## src/rtl/debug_pkg.sv

```systemverilog
// Types and constants shared by the commit monitor and its watchdog.
package debug_pkg;

  typedef enum logic [1:0] {
    HALT_NONE    = 2'd0,
    HALT_EBREAK  = 2'd1,
    HALT_TIMEOUT = 2'd2
  } halt_cause_t;

  typedef enum logic {
    ST_RUN    = 1'b0,
    ST_HALTED = 1'b1
  } mon_state_t;

  localparam logic [31:0] EBREAK_INST      = 32'h0010_0073;
  localparam logic [31:0] WATCHDOG_DEFAULT = 32'd1_000_000;

endpackage

```

## src/rtl/commit_monitor_if.sv

```systemverilog
// Writeback-in / debug-out bundle of the commit monitor.
interface commit_monitor_if;
  logic        wb_valid;
  logic [31:0] wb_pc;
  logic [31:0] wb_inst;
  logic        wb_regWen;
  logic [4:0]  wb_regWaddr;
  logic [31:0] wb_regWdata;

  logic        debug_valid;
  logic        debug_halt;
  logic [31:0] debug_pc;
  logic        debug_regWen;
  logic [4:0]  debug_regWaddr;
  logic [31:0] debug_regWdata;

  // master: CPU writeback + debug sink side
  modport master (
    output wb_valid, wb_pc, wb_inst, wb_regWen, wb_regWaddr, wb_regWdata,
    input  debug_valid, debug_halt, debug_pc, debug_regWen, debug_regWaddr, debug_regWdata
  );

  modport slave (
    input  wb_valid, wb_pc, wb_inst, wb_regWen, wb_regWaddr, wb_regWdata,
    output debug_valid, debug_halt, debug_pc, debug_regWen, debug_regWaddr, debug_regWdata
  );
endinterface

```

## src/rtl/commit_watchdog.sv

```systemverilog
// No-commit watchdog: pulses expired on the WATCHDOG_CYCLES-th consecutive idle cycle.
module commit_watchdog
  import debug_pkg::*;
#(
  parameter logic [31:0] WATCHDOG_CYCLES = WATCHDOG_DEFAULT
) (
  input  logic clock,
  input  logic reset,
  input  logic enable,
  input  logic kick,
  output logic expired
);

  logic [31:0] r_cnt;

  always_ff @(posedge clock or negedge reset) begin
    if (!reset) begin
      r_cnt <= '0;
    end else if (enable) begin
      if (kick)                        r_cnt <= '0;
      else if (r_cnt < WATCHDOG_CYCLES) r_cnt <= r_cnt + 32'd1;
    end
  end

  // Combinational so the top registers the timeout on the same edge the count reaches the limit.
  assign expired = enable && !kick && (WATCHDOG_CYCLES != 32'd0) &&
                   (r_cnt == WATCHDOG_CYCLES - 32'd1);

endmodule

```

## src/rtl/commit_monitor.sv

```systemverilog
// Registers retired instructions onto the debug port and raises exactly one halt event per run.
module commit_monitor
  import debug_pkg::*;
#(
  parameter logic [31:0] WATCHDOG_CYCLES = WATCHDOG_DEFAULT,
  parameter logic [31:0] EBREAK_INST     = debug_pkg::EBREAK_INST
) (
  input  logic                  clock,
  input  logic                  reset,
  commit_monitor_if.slave       bus,
  output logic [63:0]           commit_count,
  output logic [1:0]            halt_cause
);

  mon_state_t  r_state, w_state_nxt;
  halt_cause_t r_cause, w_cause;
  logic        r_valid, r_halt, r_wen;
  logic [31:0] r_pc, r_wdata, r_last_pc;
  logic [4:0]  r_waddr;
  logic [63:0] r_count;

  logic        w_valid, w_halt, w_wen, w_expired, w_enable;
  logic [31:0] w_pc, w_wdata, w_last_pc;
  logic [4:0]  w_waddr;
  logic [63:0] w_count;

  assign w_enable = (r_state == ST_RUN);

  commit_watchdog #(.WATCHDOG_CYCLES(WATCHDOG_CYCLES)) u_wdog (
    .clock   (clock),
    .reset   (reset),
    .enable  (w_enable),
    .kick    (bus.wb_valid),
    .expired (w_expired)
  );

  always_comb begin
    w_state_nxt = r_state;
    w_valid     = 1'b0;
    w_halt      = 1'b0;
    w_pc        = r_pc;
    w_wen       = 1'b0;
    w_waddr     = r_waddr;
    w_wdata     = r_wdata;
    w_count     = r_count;
    w_cause     = r_cause;
    w_last_pc   = r_last_pc;
    if (r_state == ST_RUN) begin
      // A commit always beats a coincident watchdog expiry.
      if (bus.wb_valid) begin
        w_valid   = 1'b1;
        w_pc      = bus.wb_pc;
        w_wen     = bus.wb_regWen && (bus.wb_regWaddr != 5'd0);
        w_waddr   = bus.wb_regWaddr;
        w_wdata   = bus.wb_regWdata;
        w_count   = r_count + 64'd1;
        w_last_pc = bus.wb_pc;
        if (bus.wb_inst == EBREAK_INST) begin
          w_halt      = 1'b1;
          w_cause     = HALT_EBREAK;
          w_state_nxt = ST_HALTED;
        end
      end else if (w_expired) begin
        w_valid     = 1'b1;
        w_halt      = 1'b1;
        w_pc        = r_last_pc;
        w_waddr     = 5'd0;
        w_wdata     = 32'd0;
        w_cause     = HALT_TIMEOUT;
        w_state_nxt = ST_HALTED;
      end
    end
  end

  always_ff @(posedge clock or negedge reset) begin
    if (!reset) r_state <= ST_RUN;
    else        r_state <= w_state_nxt;
  end

  always_ff @(posedge clock or negedge reset) begin
    if (!reset) begin
      r_valid   <= 1'b0;
      r_halt    <= 1'b0;
      r_pc      <= '0;
      r_wen     <= 1'b0;
      r_waddr   <= '0;
      r_wdata   <= '0;
      r_count   <= '0;
      r_cause   <= HALT_NONE;
      r_last_pc <= '0;
    end else begin
      r_valid   <= w_valid;
      r_halt    <= w_halt;
      r_pc      <= w_pc;
      r_wen     <= w_wen;
      r_waddr   <= w_waddr;
      r_wdata   <= w_wdata;
      r_count   <= w_count;
      r_cause   <= w_cause;
      r_last_pc <= w_last_pc;
    end
  end

  assign bus.debug_valid    = r_valid;
  assign bus.debug_halt     = r_halt;
  assign bus.debug_pc       = r_pc;
  assign bus.debug_regWen   = r_wen;
  assign bus.debug_regWaddr = r_waddr;
  assign bus.debug_regWdata = r_wdata;
  assign commit_count       = r_count;
  assign halt_cause         = r_cause;

endmodule

```

## src/flat_wrapper.sv

```systemverilog
// flat-port wrapper written by rule: the top's interface ports become plain ports
module commit_monitor_flat import debug_pkg::*;
#(
  parameter logic [31:0] WATCHDOG_CYCLES = WATCHDOG_DEFAULT,
  parameter logic [31:0] EBREAK_INST     = debug_pkg::EBREAK_INST
)
  (clock, reset, commit_count, halt_cause, bus_wb_valid, bus_wb_pc, bus_wb_inst, bus_wb_regWen, bus_wb_regWaddr, bus_wb_regWdata, bus_debug_valid, bus_debug_halt, bus_debug_pc, bus_debug_regWen, bus_debug_regWaddr, bus_debug_regWdata);
  commit_monitor_if bus_i ();
  input  logic clock;
  input  logic reset;
  output logic [63:0] commit_count;
  output logic [1:0] halt_cause;
  input wire logic [$bits(bus_i.wb_valid)-1:0] bus_wb_valid;
  input wire logic [$bits(bus_i.wb_pc)-1:0] bus_wb_pc;
  input wire logic [$bits(bus_i.wb_inst)-1:0] bus_wb_inst;
  input wire logic [$bits(bus_i.wb_regWen)-1:0] bus_wb_regWen;
  input wire logic [$bits(bus_i.wb_regWaddr)-1:0] bus_wb_regWaddr;
  input wire logic [$bits(bus_i.wb_regWdata)-1:0] bus_wb_regWdata;
  output wire logic [$bits(bus_i.debug_valid)-1:0] bus_debug_valid;
  output wire logic [$bits(bus_i.debug_halt)-1:0] bus_debug_halt;
  output wire logic [$bits(bus_i.debug_pc)-1:0] bus_debug_pc;
  output wire logic [$bits(bus_i.debug_regWen)-1:0] bus_debug_regWen;
  output wire logic [$bits(bus_i.debug_regWaddr)-1:0] bus_debug_regWaddr;
  output wire logic [$bits(bus_i.debug_regWdata)-1:0] bus_debug_regWdata;
  assign bus_i.wb_valid = bus_wb_valid;
  assign bus_i.wb_pc = bus_wb_pc;
  assign bus_i.wb_inst = bus_wb_inst;
  assign bus_i.wb_regWen = bus_wb_regWen;
  assign bus_i.wb_regWaddr = bus_wb_regWaddr;
  assign bus_i.wb_regWdata = bus_wb_regWdata;
  assign bus_debug_valid = bus_i.debug_valid;
  assign bus_debug_halt = bus_i.debug_halt;
  assign bus_debug_pc = bus_i.debug_pc;
  assign bus_debug_regWen = bus_i.debug_regWen;
  assign bus_debug_regWaddr = bus_i.debug_regWaddr;
  assign bus_debug_regWdata = bus_i.debug_regWdata;
  commit_monitor #(.WATCHDOG_CYCLES(WATCHDOG_CYCLES), .EBREAK_INST(EBREAK_INST)) u_core (.clock(clock), .reset(reset), .bus(bus_i), .commit_count(commit_count), .halt_cause(halt_cause));
endmodule
```

## config.mk

```make
export PLATFORM = sky130hd
export DESIGN_NAME = commit_monitor_flat
export DESIGN_NICKNAME = d
export VERILOG_FILES = /design/src/rtl/debug_pkg.sv /design/src/rtl/commit_monitor_if.sv /design/src/rtl/commit_watchdog.sv /design/src/rtl/commit_monitor.sv /design/src/flat_wrapper.sv
export SDC_FILE = /design/constraint.sdc
export NUM_CORES = 1
export LEC_CHECK = 0
export CORE_MARGIN = 2
export CORE_UTILIZATION = 45
export CTS_BUF_LIST = sky130_fd_sc_hd__clkbuf_8
export CTS_CLUSTER_SIZE = 8
export DETAILED_ROUTE_END_ITERATION = 12
export PLACE_DENSITY_LB_ADDON = 0.05
export SLEW_MARGIN = 15
export SYNTH_ARGS = -nofsm -noshare
export SYNTH_HDL_FRONTEND = slang
export SYNTH_SLANG_ARGS = --single-unit
```

## constraint.sdc

```tcl
create_clock -name clock -period 3.2 [get_ports clock]
set_clock_uncertainty 0.1 [all_clocks]
set_input_delay 0.48 -clock clock [delete_from_list [all_inputs] [get_ports clock]]
set_output_delay 0.48 -clock clock [all_outputs]
set_load 0.05 [all_outputs]
```

* Word level (Yosys, flattened, before mapping)
Cells that the tools add are included.
Word-level totals: output and inout port bits 138, register bits 203, logic and storage cells 49, input bits 105
Operators by class: mux-type cells 20, reduce and logical (&&, ||, !) cells 11, equal/unequal tests 3, bitwise gates (word level) 1, $add $sub $neg 2, magnitude comparators 1
Operators with widths (number):
- $mux 32 | 6
- $add 64x1->64 const B | 1
- $add 32x1->32 const B | 1
- $eq 32x20->1 const B | 1
- $eq 32x21->1 const B | 1
- $lt 32x20->1 const B | 1
- $mux 5 | 2
- $mux 1 | 9
- $mux 2 | 3
- $reduce_and 2->1 | 3
- $reduce_bool 5->1 | 1
- $reduce_bool 2->1 | 2
- $logic_and 1x1->1 | 3
- $reduce_and 3->1 | 1
- $ne 2x1->1 const B | 1
- $logic_not 1->1 | 1
- $not 1->1 | 1

* Depth between registers and ports, before layout
Gate-level depths: netlist of run 1.
depth after elaboration 6, gate-level depth with buffers 8, gate-level depth less buffers 6

* Modules after synthesis
From an unflattened synthesis of run 1, not the netlist that was laid out.
Unflattened totals: cell total of the unflattened synthesis 765, area total of the unflattened synthesis 8868.5 sq um
Modules (own cells, without submodules):
- commit_monitor | seq. area each 4279.1 sq um, instances 1, cells an instance 596, area each 7229.4 sq um
- commit_watchdog | seq. area each 800.8 sq um, instances 1, cells an instance 169, area each 1639.1 sq um

* Worst setup path after synthesis of run 1
Ideal clock, no wire load.
path type register to register, from reg u_core.r_count[4] (netlist: u_core.commit_count[4]), to reg u_core.r_count[57] (netlist: u_core.commit_count[57]), cell stages (with the launch flop) 7, data arrival time 2.197 ns, period minus slack after synthesis 2.377 ns, library setup time 0.080 ns, buffers on the path 1, data required time 3.020 ns, path slack 0.823 ns, cells stage by stage dfrtp_1 -> nand4_1 -> nor4_4 -> nand3_2 -> buf_2 -> nor3_1 -> xnor2_1
On the way: word-level cells in the longest chain between the ends 1
Ends and longest elaborated chain:
- start, declared | line commit_monitor.sv:20 | logic [63:0] r_count;
- start signal, assigned | line commit_monitor.sv:98 | r_count <= w_count;
- $add 64x1->64 | line commit_monitor.sv:56 | w_count = r_count + 64'd1;
Every way passes these cells. A chain may end at the register's enable or synchronous reset.

* Worst setup path after layout of run 1
from reg u_core.u_wdog.r_cnt[12], to reg u_core.u_wdog.r_cnt[8]
On the way: word-level cells in the longest chain between the ends 3
Ends and longest elaborated chain:
- start, declared | line commit_watchdog.sv:14 | logic [31:0] r_cnt;
- start signal, assigned | line commit_watchdog.sv:21 | else if (r_cnt < WATCHDOG_CYCLES) r_cnt <= r_cnt + 32'd1;
- $lt 32x20->1 | line commit_watchdog.sv:21
- $reduce_bool 2->1 (no line)
- $reduce_and 2->1 (no line)
Every way passes these cells.

==> out/qor.yml, run 1 <==
run_status:
  status: "finished clean"
critical_path:
  worstRegToRegCells: 4
  cp_slowest_cell: "or4_1"
  critical-path-top-delay-family: "compound AO/OA/AOI/OAI gates"
  crit_start: "u_core.u_wdog.r_cnt[12]$_DFFE_PN0P_"
  ff2ff_setup_slack_ns: 0.56
  worstPathRequired_ns: 3.50
  crit_fanout: 20
  slowest_delay_ns: 0.57
  path_cells: "or4_1, a211o_1, a22o_1, a221o_1"
  cp_num_buf_inv: 0
  endpoint: "u_core.u_wdog.r_cnt[8]$_DFFE_PN0P_"
  end_kind: "flop"
  cp-start-kind: "flop"
  crit_type: "reg2reg"
  r2r_end: "u_core.u_wdog.r_cnt[8]$_DFFE_PN0P_"
  reg2reg_from: "u_core.u_wdog.r_cnt[12]$_DFFE_PN0P_"
  critical_path_depth: 4
  critical_path_arrival_ns: 2.94
clocking:
  clkSinkCount: 203
  insertion_delay_ns: 0.53
  cts_tree: "done"
  cts_buffer_depth: 3
  cts_made_buffers: 37
  clk_pin_slew_worst_paths_ns: 0.06
  cts-root-buf: "clkbuf_8"
  cts_htree_levels: 2
place:
  portBuffers: 242
  placedCellCount: 1311
  gp_congestion: 0.7944
  place_ws_ns: 0.5109
  hpwlAfterDp_um: 14270
logic_synthesis:
  ys_seq_area_share_pct: 57.33
  synth-edff-count: 0
  postSynthAreaPerCell_um2: 10.70
  ys_ff_latch: 203
  netlist_top_cells_area: "dfrtp_1, nand2_1, a22o_1"
  syn_nets: 935
  ys_warn_count: 0
  yosysTopAreaCellShare_pct: 57.33
  yosysTopAreaCell: "dfrtp_1"
  synth_cell_types: 54
  synthCells: 828
  ys_async_sr_fraction_pct: 100.0
  netlist_area_um2: 8861
  synth_flop_cell: "dfrtp_1"
power:
  p_leak_nw: 5.627
  pwr_density_cell_nw_per_um2: 519.2
  finalPower_mw: 6.406
  peakVddDrop_v: 0.0003660
sta:
  finalSetupViolCount: 0
  rsz0062_at_grt: "no"
  finalWorstSetupSlack_ns: 0.5607
  whs_ns: 0.3707
  worst_pin_slew_ns: 0.9682
  fin_crit_sh_pct: 82.48
  maxSlewViolCount: 0
  max_freq_mhz: 378.9
  period_minus_slack_ns: 2.639
  finalHoldViolations: 0
  maxSlewHeadroom_pct: 35.46
  setup_tns_ns: 0
finish:
  antenna_cells: 0
  fillCellCount: 1672
  area.growth.synth_to_final_pct: 39.23
  fin_nets: 1193
  drive_gt1_share_pct: 7.464
  final_cells: 1377
global_route:
  grt_usage_pct: 20.80
  grt_overflow_total: 0
  grt_pass1_wl_um: 34770
  grt_max_degree: 103
  grt_pass1_vias: 6888
  antenna_found_initial: 0
floorplan:
  start_util_pct: 45.68
  pin_count: 243
  fp.dieW_um: 144.3
  rows: 51
  core-area_um2: 19400
  die_h_um: 144.3
  die-area_um2: 20830
drt:
  drc: 0
  drtAntennaViolNets: 0
  firstDrtPassIters: 6
  routed_via_density: 5.107
  drt_iter0_markers: 392
  wl_um: 21580
  wl_per_cell_um: 15.67
  num_vias: 7033
flow_run:
  maxCapViolations: 0
hold_path:
  hp-class: "reg2reg"
[tightest hold or removal path, stage by stage (launching register included)]
cell and delay, ns:
dfrtp_1 0.34, nand2_1 0.05, nand2_1 0.05
[how the worst min path moves through the flow]
stage                                           from                           endpoint  slack, ns  cells after the start
floorplan                                      reset    u_core.bus.debug_halt$_DFF_PN0_       0.08                      0
global placement     u_core.r_last_pc[4]$_DFFE_PN0P_    u_core.r_last_pc[4]$_DFFE_PN0P_       0.36                      2
detailed placement  u_core.r_last_pc[13]$_DFFE_PN0P_   u_core.r_last_pc[13]$_DFFE_PN0P_       0.36                      2
CTS                                    bus_wb_regWen  u_core.bus.debug_regWen$_DFF_PN0_       0.36                      2
global route                           bus_wb_regWen  u_core.bus.debug_regWen$_DFF_PN0_       0.38                      2
finish              u_core.r_last_pc[25]$_DFFE_PN0P_   u_core.r_last_pc[25]$_DFFE_PN0P_       0.37                      2
[cell families (layout without fill, tap and decap cells)]
logic type,Yosys count,in the layout,synth area share [%]
DFF,203,203,57.33
and+or+nand+nor,359,359,20.33
adders and majority gates,2,2,0.2824
buffers and inverters,48,332,2.217
xor gates and xnor gates,70,70,6.919
AOI/OAI and AO/OA,114,114,9.305
muxes,32,32,3.615
[stage by stage]
stage                     utilization (%)  cell area [um2]
after floorplan                         -             8861
after global placement              59.87            11610
after detailed placement            59.87            11610
after CTS                           63.60            12340
after global routing                63.60            12340
final                               63.60            12340
[placed cells by master (no fill, tap or decap), types with 27 or more instances in the layout]
cell type,count
xnor2_1,37
o21ai_0,38
a22o_1,38
clkbuf_8,46
clkdlybuf4s50_1,240
nand2_1,183
nor2_1,30
mux2i_1,32
inv_1,27
xor2_1,33
dfrtp_1,203
[synth_stat cells (2+ instances only)]
master       n
nand2b_1     4
xor2_1      33
a211o_1      3
nor4_2       2
nor2b_1      4
nor3_1      20
a211oi_1     4
nor4b_2      2
ha_1         2
inv_1       12
nor4_4       2
o21ai_1      9
dfrtp_1    203
a21oi_1      3
nand2_1    183
nor3_2       3
buf_6        2
xnor2_1     37
and3_1       5
nor2_1      30
a22o_1      38
or3_1        3
nor3b_1      2
a21o_1       2
o311ai_1     2
a31oi_1      2
a2111oi_2    4
o21ai_0     38
clkbuf_1    31
a221o_1      2
nand4_1     20
nor4bb_1     3
and2_1      16
or4_1        2
nor4_1      15
nand3_1     24
and4_1      10
o21a_1       2
buf_1        2
mux2i_1     32
o31ai_1      2
[per-layer routing]
layer	part of all wire, %	GRT usage (%)	routed length, um	vias to the layer above
met5	0	0	0	-
met4	2.0	6.847	430	0
met3	8.5	6.457	1837	39
met2	44	31.40	9599	222
met1	45	28.72	9708	3357
li1	-	-	-	3415
[cell type report]
type	instances	area (um2)	area share, %
Sequential cell	203	5080	41.18
Multi-Input combinational cell	577	3610	29.26
Timing Repair Buffer	255	2559	20.74
Clock buffer	45	619.3	5.020
Tap cell	265	331.6	2.688
Clock inverter	20	92.59	0.7505
Inverter	12	45.04	0.3651
[where the power goes]
group | total [mW] | switching [mW] | internal, mW
combinational | 1.22 | 0.758 | 0.462
sequential | 2.87 | 0.135 | 2.74
clock | 2.31 | 1.04 | 1.27
total | 6.41 | 1.93 | 4.47
[state kept, by name, indices dropped and copies added, names as in the netlist]
register	cells
u_core.r_last_pc	32
u_core.bus.debug_halt	1
u_core.bus.debug_regWen	1
u_core.bus.debug_regWaddr	5
u_core.r_state	1
u_core.bus.debug_valid	1
u_core.u_wdog.r_cnt	32
u_core.commit_count	64
u_core.bus.debug_regWdata	32
u_core.halt_cause	2
u_core.bus.debug_pc	32
[repair_timing]
action | 4_1_cts | 5_1_grt
resized for setup | 0 | 0
buffers inserted | 0 | 0
hold buffers | 1 | 0
hold endpoints to repair | 92 | 0
Power figures use the tool's default switching activity.
==> inputs of run 2 (changes only) <==
Clock period 3.2 ns to 2.45 ns, I/O delays scaled along.
==> run 2 against run 1 <==
Combinational power increased by 31%; clock power increased by 27%; fmax increased by 12%; flip-flop and latch count unchanged; sequential power increased by 31%; final cell count increased by 0.58%; power increased by 29%; non-clock buffer count increased by 14; sequential share of layout area decreased by 0.23 points.
==> out/qor.yml, run 2 (synthesized netlist as in run 1, its figures left out) <==
global_route:
  grt_overflow_total: 0
  grt_max_degree: 103
  globalRouteMet3Util_pct: 6.623
  top_usage_layer: "met2"
  use_met1_pct: 29.71
  grt_pass1_vias: 6927
  grt_pass1_wl_um: 35120
  antenna_found_initial: 0
  grt.met2_usage_pct: 31.11
  grt_usage_pct: 21.06
finish:
  final_cells: 1385
  antenna_cells: 0
  final_common_cell: "clkdlybuf4s50_1"
  fillCellCount: 1644
  largest_reg_flops: 64
  area.growth.synth_to_final_pct: 40.00
  drive_gt1_share_pct: 8.482
  fin_nets: 1206
  most-common-layout-cells: "clkdlybuf4s50_1, dfrtp_1, nand2_1, clkbuf_8"
  finalCoreUtilization_pct: 63.95
critical_path:
  crit_type: "reg2reg"
  slowest_delay_ns: 0.56
  worstRegToRegCells: 6
  crit_fanout: 102
  worstPathRequired_ns: 2.74
  cp_slowest_cell: "or4_1"
  reg2reg_from: "u_core.u_wdog.r_cnt[13]$_DFFE_PN0P_"
  critical_path_arrival_ns: 2.65
  end_kind: "flop"
  r2r_end: "u_core.bus.debug_regWdata[30]$_DFFE_PN0P_"
  cp-start-kind: "flop"
  path_cells: "or4_1, nor4_1, buf_4, a31oi_4, buf_12, a22o_1"
  ff2ff_setup_slack_ns: 0.09
clocking:
  cts_htree_levels: 2
  cts-root-buf: "clkbuf_8"
  cts_setup_buffers: 0
  cts_made_buffers: 36
  insertion_delay_ns: 0.52
  cts_tree: "done"
  cts_buffer_depth: 3
  clk_pin_slew_worst_paths_ns: 0.06
  clkSinkCount: 203
sta:
  finalSetupViolCount: 0
  setup_tns_ns: 0
  max_freq_mhz: 424.0
  worst_pin_slew_ns: 0.8827
  period_minus_slack_ns: 2.359
  fin_crit_sh_pct: 96.27
  rsz0062_at_grt: "no"
  maxSlewHeadroom_pct: 41.15
  finalWorstSetupSlack_ns: 0.09133
  finalHoldViolations: 0
  maxSlewViolCount: 0
place:
  portBuffers: 242
  place_ws_ns: 0.1355
  placedCellCount: 1325
  gp_congestion: 0.8201
  hpwlAfterDp_um: 14790
drt:
  wl_per_cell_um: 15.91
  drc: 0
  drt_iter0_markers: 421
  routed_via_density: 5.161
  drtAntennaViolNets: 0
  num_vias: 7148
  firstDrtPassIters: 4
  wl_um: 22030
power:
  p_sw_mw: 2.493
  p_leak_nw: 5.671
  peakVddDrop_v: 0.0004466
  p_sw_share_pct: 30.10
  intPower_mw: 5.788
  p_comb_share_pct: 19.3
  p_seq_share_pct: 45.4
  power_frac_clock_pct: 35.4
  pwr_density_cell_nw_per_um2: 667.5
floorplan:
  die_h_um: 144.3
  fp.dieW_um: 144.3
  pin_count: 243
  core-area_um2: 19400
  start_util_pct: 45.68
  rows: 51
  die-area_um2: 20830
run_status:
  status: "finished clean"
flow_run:
  maxCapViolations: 0
hold_path:
  hp-class: "in2async"
-- run 2: changes by cell type in the layout (fill, tap and decap cells not counted) --
cell        before  now
buf_4            9   23
inv_1           27   24
clkinvlp_4       2    0
clkbuf_8        46   45
inv_6            0    1
inv_8            1    0
nor4_1          15   14
nor4_2           2    3
-- run 2: area by class of cell --
type | instances | area (um2) | area share [%]
Inverter | 12 | 45.04 | 0.3631
Tap cell | 265 | 331.6 | 2.673
Sequential cell | 203 | 5080 | 40.95
Multi-Input combinational cell | 577 | 3616 | 29.15
Clock buffer | 44 | 605.6 | 4.882
Clock inverter | 15 | 63.81 | 0.5144
Timing Repair Buffer | 269 | 2664 | 21.47
-- run 2: worst max-delay path: cells and delay by family (launching register included) --
kind	cells	cell delay, ns
AO/OA/AOI/OAI	2	0.34
buffers and inverters	2	0.42
flip-flops	1	0.44
AND/OR/NAND/NOR	2	0.84
-- run 2: worst max-delay path by stage --
stage	startpoint	endpoint	slack [ns]	cells past startpoint
after floorplan	u_core.commit_count[4]$_DFFE_PN0P_	u_core.commit_count[57]$_DFFE_PN0P_	0.07	6
after detailed placement	bus_wb_inst[4]	u_core.halt_cause[1]$_DFFE_PN0P_	0.14	6
after CTS	u_core.commit_count[12]$_DFFE_PN0P_	commit_count[12]	0.10	1
final	u_core.u_wdog.r_cnt[13]$_DFFE_PN0P_	u_core.bus.debug_regWdata[30]$_DFFE_PN0P_	0.09	6
after global placement	u_core.u_wdog.r_cnt[13]$_DFFE_PN0P_	u_core.u_wdog.r_cnt[8]$_DFFE_PN0P_	0.18	4
after global routing	u_core.u_wdog.r_cnt[13]$_DFFE_PN0P_	u_core.bus.debug_pc[1]$_DFFE_PN0P_	0.0004	7
-- run 2: layer usage --
layer	routed length (um)	share of wire (%)
met1	10080	46
met2	9589	44
met3	1816	8.2
met4	548	2.5
met5	0	0
-- run 2: what timing repair did --
action	4_1_cts	5_1_grt
resized for setup	0	1
endpoints found under the hold margin	31	0
setup endpoints to repair	0	1
hold buffers	1	0
-- run 2: through the flow --
| step | total power [mW] | area (um2) | hold slack, ns |
|---|---|---|---|
| after floorplan | 4.698 | 8861 | -0.02809 |
| after global placement | 5.404 | 11720 | 0.1872 |
| after detailed placement | 5.419 | 11720 | 0.1913 |
| after CTS | 8.416 | 12400 | 0.1996 |
| after global routing | 8.683 | 12410 | 0.2162 |
| final | 8.281 | 12410 | 0.2171 |
-- run 2: power groups by stage --
stage          logic (mW)  registers, mW  clock network (mW)
3_3_place_gp         1.60           3.81                   0
2_1_floorplan       0.326           4.37                   0
6_report             1.60           3.76                2.93
3_5_place_dp         1.62           3.80                   0
5_1_grt              1.70           3.79                3.20
4_1_cts              1.62           3.75                3.04
